$ cat config.mk
export PLATFORM = sky130hd
export DESIGN_NAME = cache_control
export DESIGN_NICKNAME = d
export VERILOG_FILES = /design/src/rtl/cache_control.sv
export SDC_FILE = /design/constraint.sdc
export NUM_CORES = 1
export LEC_CHECK = 0
export BUFFER_PORTS_ARGS = -buffer_cell sky130_fd_sc_hd__buf_2
export CAP_MARGIN = 20
export CORE_ASPECT_RATIO = 0.5
export CORE_UTILIZATION = 50
export CTS_CLUSTER_DIAMETER = 50
export DETAILED_ROUTE_END_ITERATION = 12
export GPL_TIMING_DRIVEN = 0
export PLACE_DENSITY = 0.76
export SYNTH_ARGS = -nofsm -noshare
export SYNTH_HDL_FRONTEND = slang
export SYNTH_SLANG_ARGS = --single-unit
export TNS_END_PERCENT = 30
$ cat constraint.sdc
create_clock -name clk -period 3.2 [get_ports clk]
set_clock_uncertainty 0.15 [all_clocks]
set_input_delay 0.64 -clock clk [delete_from_list [all_inputs] [get_ports clk]]
set_output_delay 0.64 -clock clk [all_outputs]
set_load 0.03 [all_outputs]
$ cat src/rtl/cache_control.sv
// Sequencing FSM for the 2-way set-associative write-back cache: hit service,
// victim selection, write-back/fill handshake with physical memory, hit/miss counters.

package data_in_mux;
  typedef enum logic {
    cpu_in  = 1'b0,
    pmem_in = 1'b1
  } datainmux_sel_t;
endpackage

package data_out_mux;
  typedef enum logic {
    way0 = 1'b0,
    way1 = 1'b1
  } dataoutmux_sel_t;
endpackage

package mem_address_mux;
  // Way addresses are {1'b0, way}, so the victim bit selects the write-back address directly.
  typedef enum logic [1:0] {
    way0   = 2'b00,
    way1   = 2'b01,
    mem_in = 2'b10
  } memaddressmux_sel_t;
endpackage

package line_out_cpu_mux;
  typedef enum logic {
    way0 = 1'b0,
    way1 = 1'b1
  } lineoutcpumux_sel_t;
endpackage

module cache_control #(
  parameter int unsigned CNT_W = 32
) (
  input  logic                                    clk,
  input  logic                                    rst,
  input  logic                                    mem_read,
  input  logic                                    mem_write,
  input  logic                                    hit0,
  input  logic                                    hit1,
  input  logic                                    valid0,
  input  logic                                    valid1,
  input  logic                                    dirty0,
  input  logic                                    dirty1,
  input  logic                                    lru,
  input  logic                                    pmem_resp,
  output logic                                    mem_resp,
  output logic                                    pmem_read,
  output logic                                    pmem_write,
  output logic                                    load_data0,
  output logic                                    load_data1,
  output logic                                    load_tag0,
  output logic                                    load_tag1,
  output logic                                    load_valid0,
  output logic                                    load_valid1,
  output logic                                    load_dirty0,
  output logic                                    load_dirty1,
  output logic                                    valid_in,
  output logic                                    dirty_in,
  output logic                                    lru_in,
  output logic                                    load_lru,
  output data_in_mux::datainmux_sel_t             datainmux_sel,
  output data_out_mux::dataoutmux_sel_t           dataoutmux_sel,
  output mem_address_mux::memaddressmux_sel_t     memaddressmux_sel,
  output line_out_cpu_mux::lineoutcpumux_sel_t    lineoutcpumux_sel,
  output logic [CNT_W-1:0]                        hit_count,
  output logic [CNT_W-1:0]                        miss_count
);

  typedef enum logic [1:0] {
    S_IDLE,
    S_HIT_CHECK,
    S_WRITEBACK,
    S_FILL
  } state_t;

  state_t           r_state;
  state_t           w_next_state;
  logic             r_victim;
  logic             w_next_victim;
  logic [CNT_W-1:0] r_hit_count;
  logic [CNT_W-1:0] r_miss_count;
  logic             w_hit_inc;
  logic             w_miss_inc;

  logic w_req;
  logic w_hit;
  logic w_hit_way;
  logic w_miss_way;
  logic w_miss_dirty;

  assign w_req        = mem_read | mem_write;
  assign w_hit        = hit0 | hit1;
  assign w_hit_way    = ~hit0;
  // Fill an invalid way first; only when both are valid does LRU decide.
  assign w_miss_way   = !valid0 ? 1'b0 : (!valid1 ? 1'b1 : lru);
  assign w_miss_dirty = w_miss_way ? (valid1 & dirty1) : (valid0 & dirty0);

  always_ff @(posedge clk) begin
    if (rst) begin
      r_state      <= S_IDLE;
      r_victim     <= 1'b0;
      r_hit_count  <= '0;
      r_miss_count <= '0;
    end else begin
      r_state  <= w_next_state;
      r_victim <= w_next_victim;
      if (w_hit_inc && (r_hit_count != '1))
        r_hit_count <= r_hit_count + CNT_W'(1);
      if (w_miss_inc && (r_miss_count != '1))
        r_miss_count <= r_miss_count + CNT_W'(1);
    end
  end

  always_comb begin
    w_next_state      = r_state;
    w_next_victim     = r_victim;
    w_hit_inc         = 1'b0;
    w_miss_inc        = 1'b0;
    mem_resp          = 1'b0;
    pmem_read         = 1'b0;
    pmem_write        = 1'b0;
    load_data0        = 1'b0;
    load_data1        = 1'b0;
    load_tag0         = 1'b0;
    load_tag1         = 1'b0;
    load_valid0       = 1'b0;
    load_valid1       = 1'b0;
    load_dirty0       = 1'b0;
    load_dirty1       = 1'b0;
    valid_in          = 1'b0;
    dirty_in          = 1'b0;
    lru_in            = 1'b0;
    load_lru          = 1'b0;
    datainmux_sel     = data_in_mux::cpu_in;
    dataoutmux_sel    = data_out_mux::way0;
    memaddressmux_sel = mem_address_mux::mem_in;
    lineoutcpumux_sel = line_out_cpu_mux::way0;

    unique case (r_state)
      S_IDLE: begin
        if (w_req)
          w_next_state = S_HIT_CHECK;
      end

      S_HIT_CHECK: begin
        if (!w_req) begin
          w_next_state = S_IDLE;
        end else if (w_hit) begin
          mem_resp          = 1'b1;
          lineoutcpumux_sel = w_hit_way ? line_out_cpu_mux::way1 : line_out_cpu_mux::way0;
          load_lru          = 1'b1;
          lru_in            = ~w_hit_way;
          if (mem_write) begin
            datainmux_sel = data_in_mux::cpu_in;
            load_data0    = ~w_hit_way;
            load_data1    = w_hit_way;
            load_dirty0   = ~w_hit_way;
            load_dirty1   = w_hit_way;
            dirty_in      = 1'b1;
          end
          w_hit_inc    = 1'b1;
          w_next_state = S_IDLE;
        end else begin
          w_next_victim = w_miss_way;
          w_miss_inc    = 1'b1;
          w_next_state  = w_miss_dirty ? S_WRITEBACK : S_FILL;
        end
      end

      S_WRITEBACK: begin
        pmem_write        = 1'b1;
        memaddressmux_sel = r_victim ? mem_address_mux::way1 : mem_address_mux::way0;
        dataoutmux_sel    = r_victim ? data_out_mux::way1 : data_out_mux::way0;
        if (pmem_resp)
          w_next_state = S_FILL;
      end

      S_FILL: begin
        pmem_read         = 1'b1;
        memaddressmux_sel = mem_address_mux::mem_in;
        if (pmem_resp) begin
          datainmux_sel = data_in_mux::pmem_in;
          load_data0    = ~r_victim;
          load_data1    = r_victim;
          load_tag0     = ~r_victim;
          load_tag1     = r_victim;
          load_valid0   = ~r_victim;
          load_valid1   = r_victim;
          load_dirty0   = ~r_victim;
          load_dirty1   = r_victim;
          valid_in      = 1'b1;
          dirty_in      = 1'b0;
          w_next_state  = S_HIT_CHECK;
        end
      end

      default: w_next_state = S_IDLE;
    endcase
  end

  assign hit_count  = r_hit_count;
  assign miss_count = r_miss_count;

endmodule

==> results.md, run 1 <==
* Ports at between 90 and 100
* Mapped Area at between 3000 and 4000 µm²
* Unique masters post-synth at 53
* Critical path required time at ~3.3 ns
* Top cells by area, synth: dfxtp_1 36%, a21oi_1 6.7%, o31ai_1 5.3%, or4_1 4.9%, nand4_1 3.9%
* First drt pass iteration count at 4
* Clk_lat worst skew at 0.33 ns
* Synth Instances at between 400 and 500
* Largest net degree at the start of global routing at 11
* Final WS setup at roughly 0.34 ns
* Htree depth at 3
* P&R area growth vs syn at 24.02%
* Vias in the first global route at 3,296
* Post-DP HPWL at slightly below 7 mm
* Final setup fails at 0
* Crit path DAT at approximately 2.9 ns
* DRC Markers at 0
* P_leak at approximately 1.8 nW
* Yosys top cell area share at 0.3647
* CP endpoint kind: register
* Pre-CTS WS at approximately 0.25 ns
* DIE AREA at about 7700 µm²
* Period utilization at 0.8950
* Initial Util at 0.5342
* PD cells at between 400 and 500 nW/µm²
* Critical-path maximum fanout at 10
* Filler Cell Count at 621
* Port bufs at 95
* Clk pin slew, worst setup/hold paths at about 0.05 ns
* Worst hold slack at approximately 0.34 ns
* Max Slew Vio Count at 0
* TritonCTS clock tree: built
* Dpl cell area at roughly 4300 µm²
* Die height at 62.64 µm
* Worst Hold Class: reg2reg
* Final Hold Fails at 0
* Hold Buf Count CTS at 0
* CTS Buf Count at 9
* Kind of critical path: reg2reg
* Antenna cells at 0
* CTS Sinks at between 60 and 70
* Via density per instance at 5.989
* FFs w/ async S/R, synth at 0
* Die W at roughly 120 µm
* Mean Syn Cell Area at 8.357 µm²
* Final Net Count at 564
* Slew HR at 0.5804
* Max Fclk at 349.2 MHz
* Top_reg_cell synth: dfxtp_1
* Number of max-cap violations at 0
* Setup Buffers After CTS at 0
* Max VDD drop at between 200 and 300 µV
* Seq/Total Area, Yosys at 0.3647
* Run status: completed
* Post-layout min period at 2.864 ns
* Via count at roughly 3,900
* Detail Route Antenna Nets at 0
* RSZ-0062 raised after global routing: no
* Initial antenna violation count at 0
* Clock buffer depth at 2
* Post-CTS resize count at 0
* Worst-Margin Slew at around 0.63 ns
* Setup TNS at 0 ns
* Setup crit start kind: register
* Share of cells above drive strength 1 at 0.2704
* Root Buffer: clkbuf_16
* Syn. warnings at 0
* GPL Wtd Cong at around 0.86
* Finished Layout Cells at roughly 640
* DP Cell Count at between 600 and 700
* Yosys top cell by area: dfxtp_1
* EDFF count, synth at 0
* First-iteration detailed-routing DRC count at ~270
* Row cnt at 21
* Mapped Nets at about 460
* First-pass GRT wire length at roughly 16 mm
* Total Routed Length at approximately 9.6 mm
* WL per Instance at approximately 15 µm
* GRT overflow at 0
* Core box area at about 6900 µm²
* FF+latch count, synth at 67
* Final instance area at ~4600 µm²
* Total GRT Usage at 0.2598
==> flip-flops by register name (all words and copies together) (netlist names) <==
name and flops:
r_victim 1, hit_count 32, r_state 2, miss_count 32
==> cells in the mapped netlist, drive strengths merged, types with 3 or more instances <==
library cell   n
dfxtp         67
a21oi         49
or4           29
nor2          27
o31ai         26
nand2         25
nand4         23
o21ai         23
nand3         21
or3           20
buf           18
inv           13
clkbuf        10
nor4          10
and4           6
ha             6
mux2           6
nor2b          6
or2            6
and3           5
nor3           5
o21a           5
o211ai         4
o31a           3
xnor2          3
==> logic make-up (layout without fill, tap and decap cells) <==
kind of cell    after synthesis  after routing  synth area share
compound gates              120            120            0.2018
xor+xnor                      5              5           0.01191
fa+ha+maj                     6              6           0.02041
buf+inv                      42            153           0.06465
flops                        67             67            0.3648
mux                           8              8           0.02382
simple gates                192            192            0.3127
==> power by group <==
group / leakage [nW] / total, mW / internal [mW] / switching [mW]
Combinational: 1.10 / 0.0999 / 0.0315 / 0.0684
Clock: 0.146 / 0.951 / 0.608 / 0.343
Sequential: 0.540 / 0.845 / 0.839 / 0.00534
==> metal layers <==
| metal | track usage | vias up | wire [µm] |
|---|---|---|---|
| li1 | - | 1897 | - |
| met4 | 0.07380 | 0 | 59 |
| met5 | 0 | - | 0 |
| met1 | 0.3592 | 1831 | 4579 |
| met3 | 0.06752 | 6 | 573 |
| met2 | 0.3966 | 117 | 4411 |
==> final timing paths <==
path	to	slack, ns	from	cells past startpoint
worst max-delay path	miss_count[29]$_SDFFE_PP0P_	0.34	r_state[1]$_SDFFE_PP0P_	8
worst min-delay path	miss_count[15]$_SDFFE_PP0P_	0.34	miss_count[15]$_SDFFE_PP0P_	2
worst max register to register	miss_count[29]$_SDFFE_PP0P_	0.34	r_state[1]$_SDFFE_PP0P_	8
worst min register to register	miss_count[15]$_SDFFE_PP0P_	0.34	miss_count[15]$_SDFFE_PP0P_	2
==> cells in the final DEF, fill, tap and decap left out, types with 9 or more instances in the layout <==
master,count
a21oi_1,49
buf_2,98
buf_4,12
clkbuf_1,12
clkbuf_16,9
dfxtp_1,67
inv_1,13
nand2_1,25
nand3_1,20
nand4_1,23
nor2_1,27
nor4_1,10
o21ai_0,22
o31ai_1,26
or3_1,18
or4_1,24
==> metrics by stage <==
step                        util  power [mW]
final                     0.6625       1.896
after global routing      0.6625       1.962
after CTS                 0.6625       1.906
after detailed placement  0.6200      0.9623
after global placement    0.6200      0.9609
after floorplan                -      0.9272
==> layout make-up <==
class | instances | area [µm²] | area share
well taps | 92 | 115.1 | 0.02524
clock inverters | 1 | 5.005 | 0.001097
clock buffers | 15 | 287.8 | 0.06310
repair buffers | 95 | 475.5 | 0.1043
plain buffers | 29 | 188.9 | 0.04143
multi-input cells | 331 | 2098 | 0.4601
flip-flops and latches | 67 | 1341 | 0.2941
inverters | 13 | 48.80 | 0.01070
==> critical path, stage by stage, from the launching register on <==
cell	delay (ns)
dfxtp_1	0.33
inv_1	0.08
ha_1	0.19
o21ai_1	0.14
nor3_2	0.50
nand4_1	0.36
buf_2	0.30
nor4b_1	0.32
mux2_2	0.37
No activity file was read; power rests on OpenSTA's default activity.
==> run 2, diff against run 1 <==
Settings changed: CAP_MARGIN 20 to unset.
Clock period 3.2 ns to 2.75 ns, I/O delays scaled along.
==> results.md, run 2 (synthesis gave the netlist of run 1 again) <==
* Routed wl met3 at ~600 µm
* Hold Buf Count CTS at 0
* Via count at between 3,000 and 4,000
* Period utilization at 0.9500
* Setup crit start kind: register
* CP endpoint kind: register
* Worst Hold Class: reg2reg
* P&R area growth vs syn at 24.80%
* Largest net degree at the start of global routing at 11
* Commonest non-fill, non-tap cells in the layout: 98 x buf_2, 66 x dfxtp_1, 49 x a21oi_1
* Slew HR at 0.5894
* TritonCTS clock tree: built
* CTS Buf Count at 9
* DP Cell Count at 627
* Initial antenna violation count at 0
* Die W at approximately 120 µm
* Critical path's slowest cell: mux2_2
* DIE AREA at ~7700 µm²
* Via density per instance at 5.971
* Vias in the first global route at between 3,000 and 4,000
* PD cells at around 480 nW/µm²
* Sequential fraction of design power at 0.444
* Crit path DAT at 2.68 ns
* First drt pass iteration count at 5
* M1 WL at 4.548 mm
* Total GRT Usage at 0.2596
* Metal2 WL at between 4 and 5 mm
* Ports at 96
* Clk_lat worst skew at ~0.33 ns
* Post-DP HPWL at 6.929 mm
* Kind of critical path: reg2reg
* Final Hold Fails at 0
* Worst-Margin Slew at just over 0.6 ns
* Core box area at approximately 7000 µm²
* Die height at 62.64 µm
* Clock buffer depth at 2
* GRT overflow at 0
* Total Routed Length at 9.646 mm
* Final Net Count at ~570
* Critical path required time at 2.82 ns
* Net Sw Power at ~0.49 mW
* WL per Instance at about 15 µm
* RSZ-0062 raised after global routing: yes
* Row cnt at 21
* Antenna cells at 0
* Critical-path maximum fanout at 10
* P_leak at 1.799 nW
* Htree depth at 3
* Initial Util at 0.5342
* Finished Layout Cells at roughly 650
* DRC Markers at 0
* Max Slew Vio Count at 0
* Internal power at ~1.7 mW
* First-pass GRT wire length at roughly 16 mm
* Detail Route Antenna Nets at 0
* Post-layout min period at about 2.6 ns
* Max VDD drop at ~350 µV
* Power share of the combinational group at 0.054
* Commonest non-fill, non-tap cell in the layout: buf_2
* Share of cells above drive strength 1 at 0.2767
* Sw frac at 0.2213
* CTS Sinks at 67
* Uppermost layer routed: met4
* GPL Wtd Cong at about 0.86
* Worst R2R Setup Slack at roughly 0.14 ns
* Final core occ at 0.6667
* Dpl cell area at about 4300 µm²
* Slowest stage delay, CP at approximately 0.37 ns
* Final setup fails at 0
* Port bufs at 95
* Clock share of power at 0.501
* Critical-path cell list: inv_1 -> ha_1 -> o21ai_1 -> nor3_4 -> nand4_1 -> buf_2 -> nor4b_1 -> mux2_2
* Clk pin slew, worst setup/hold paths at ~0.05 ns
* Root Buffer: clkbuf_16
* Run status: completed
* Overall Power at roughly 2.2 mW
* Number of max-cap violations at 0
* Final instance area at ~4600 µm²
* Max Fclk at 382.8 MHz
* First-iteration detailed-routing DRC count at 258
[run 2: cell count changes in the layout (fill, tap and decap cells not counted), sizes merged]
cell and change:
buf +2
[run 2: final cells by class]
type	count	area, µm²
multi-input combinational	331	2111
inverter	13	48.80
clock buffer	15	287.8
buffer	29	188.9
tap	92	115.1
clock inverter	1	5.005
timing repair buffer	97	490.5
sequential	67	1343
fill	613	2295
[run 2: final timing paths]
kind,end,depth (start not counted),from
worst min-delay path,miss_count[15]$_SDFFE_PP0P_,2,miss_count[15]$_SDFFE_PP0P_
worst max register to register,miss_count[29]$_SDFFE_PP0P_,8,r_state[1]$_SDFFE_PP0P_
worst min register to register,miss_count[15]$_SDFFE_PP0P_,2,miss_count[15]$_SDFFE_PP0P_
worst max-delay path,miss_count[29]$_SDFFE_PP0P_,8,r_state[1]$_SDFFE_PP0P_
[run 2: routing by layer]
layer	global-route usage	up-vias
li1	-	1894
met1	0.3603	1836
met2	0.3946	112
met3	0.06752	9
met4	0.07380	0
met5	0	-
[run 2: stage by stage]
step	setup WS (ns)	setup TNS, ns	hold slack [ns]
final	0.1376	0	0.3359
after global routing	-0.02051	-0.02051	0.3624
after CTS	0.09512	0	0.3314
after detailed placement	-0.1064	-0.1754	0.3327
after global placement	-0.1295	-0.2376	0.3300
after floorplan	0.2536	0	0.3120
[run 2: power by group through the flow]
| stage | sequential [mW] | clock [mW] | combinational [mW] |
|---|---|---|---|
| 6_report | 0.983 | 1.11 | 0.120 |
| 5_1_grt | 0.983 | 1.17 | 0.131 |
| 4_1_cts | 0.983 | 1.12 | 0.118 |
| 3_5_place_dp | 1.00 | 0 | 0.116 |
| 3_3_place_gp | 1.00 | 0 | 0.115 |
| 2_1_floorplan | 1.01 | 0 | 0.0718 |
[run 2: repair_timing]
action,CTS,global route
pin swaps,0,2
endpoints found under the setup margin,3,9
buffers inserted,0,2
resized for setup,1,2
[run 2: worst max-delay path: cells and delay by family, from the launching register on]
family / cells / cell delay [ns]
and+or+nand+nor: 3 / 0.94
adders and majority gates: 1 / 0.19
DFF: 1 / 0.33
buffers and inverters: 2 / 0.36
AOI/OAI and AO/OA: 1 / 0.16
muxes: 1 / 0.37
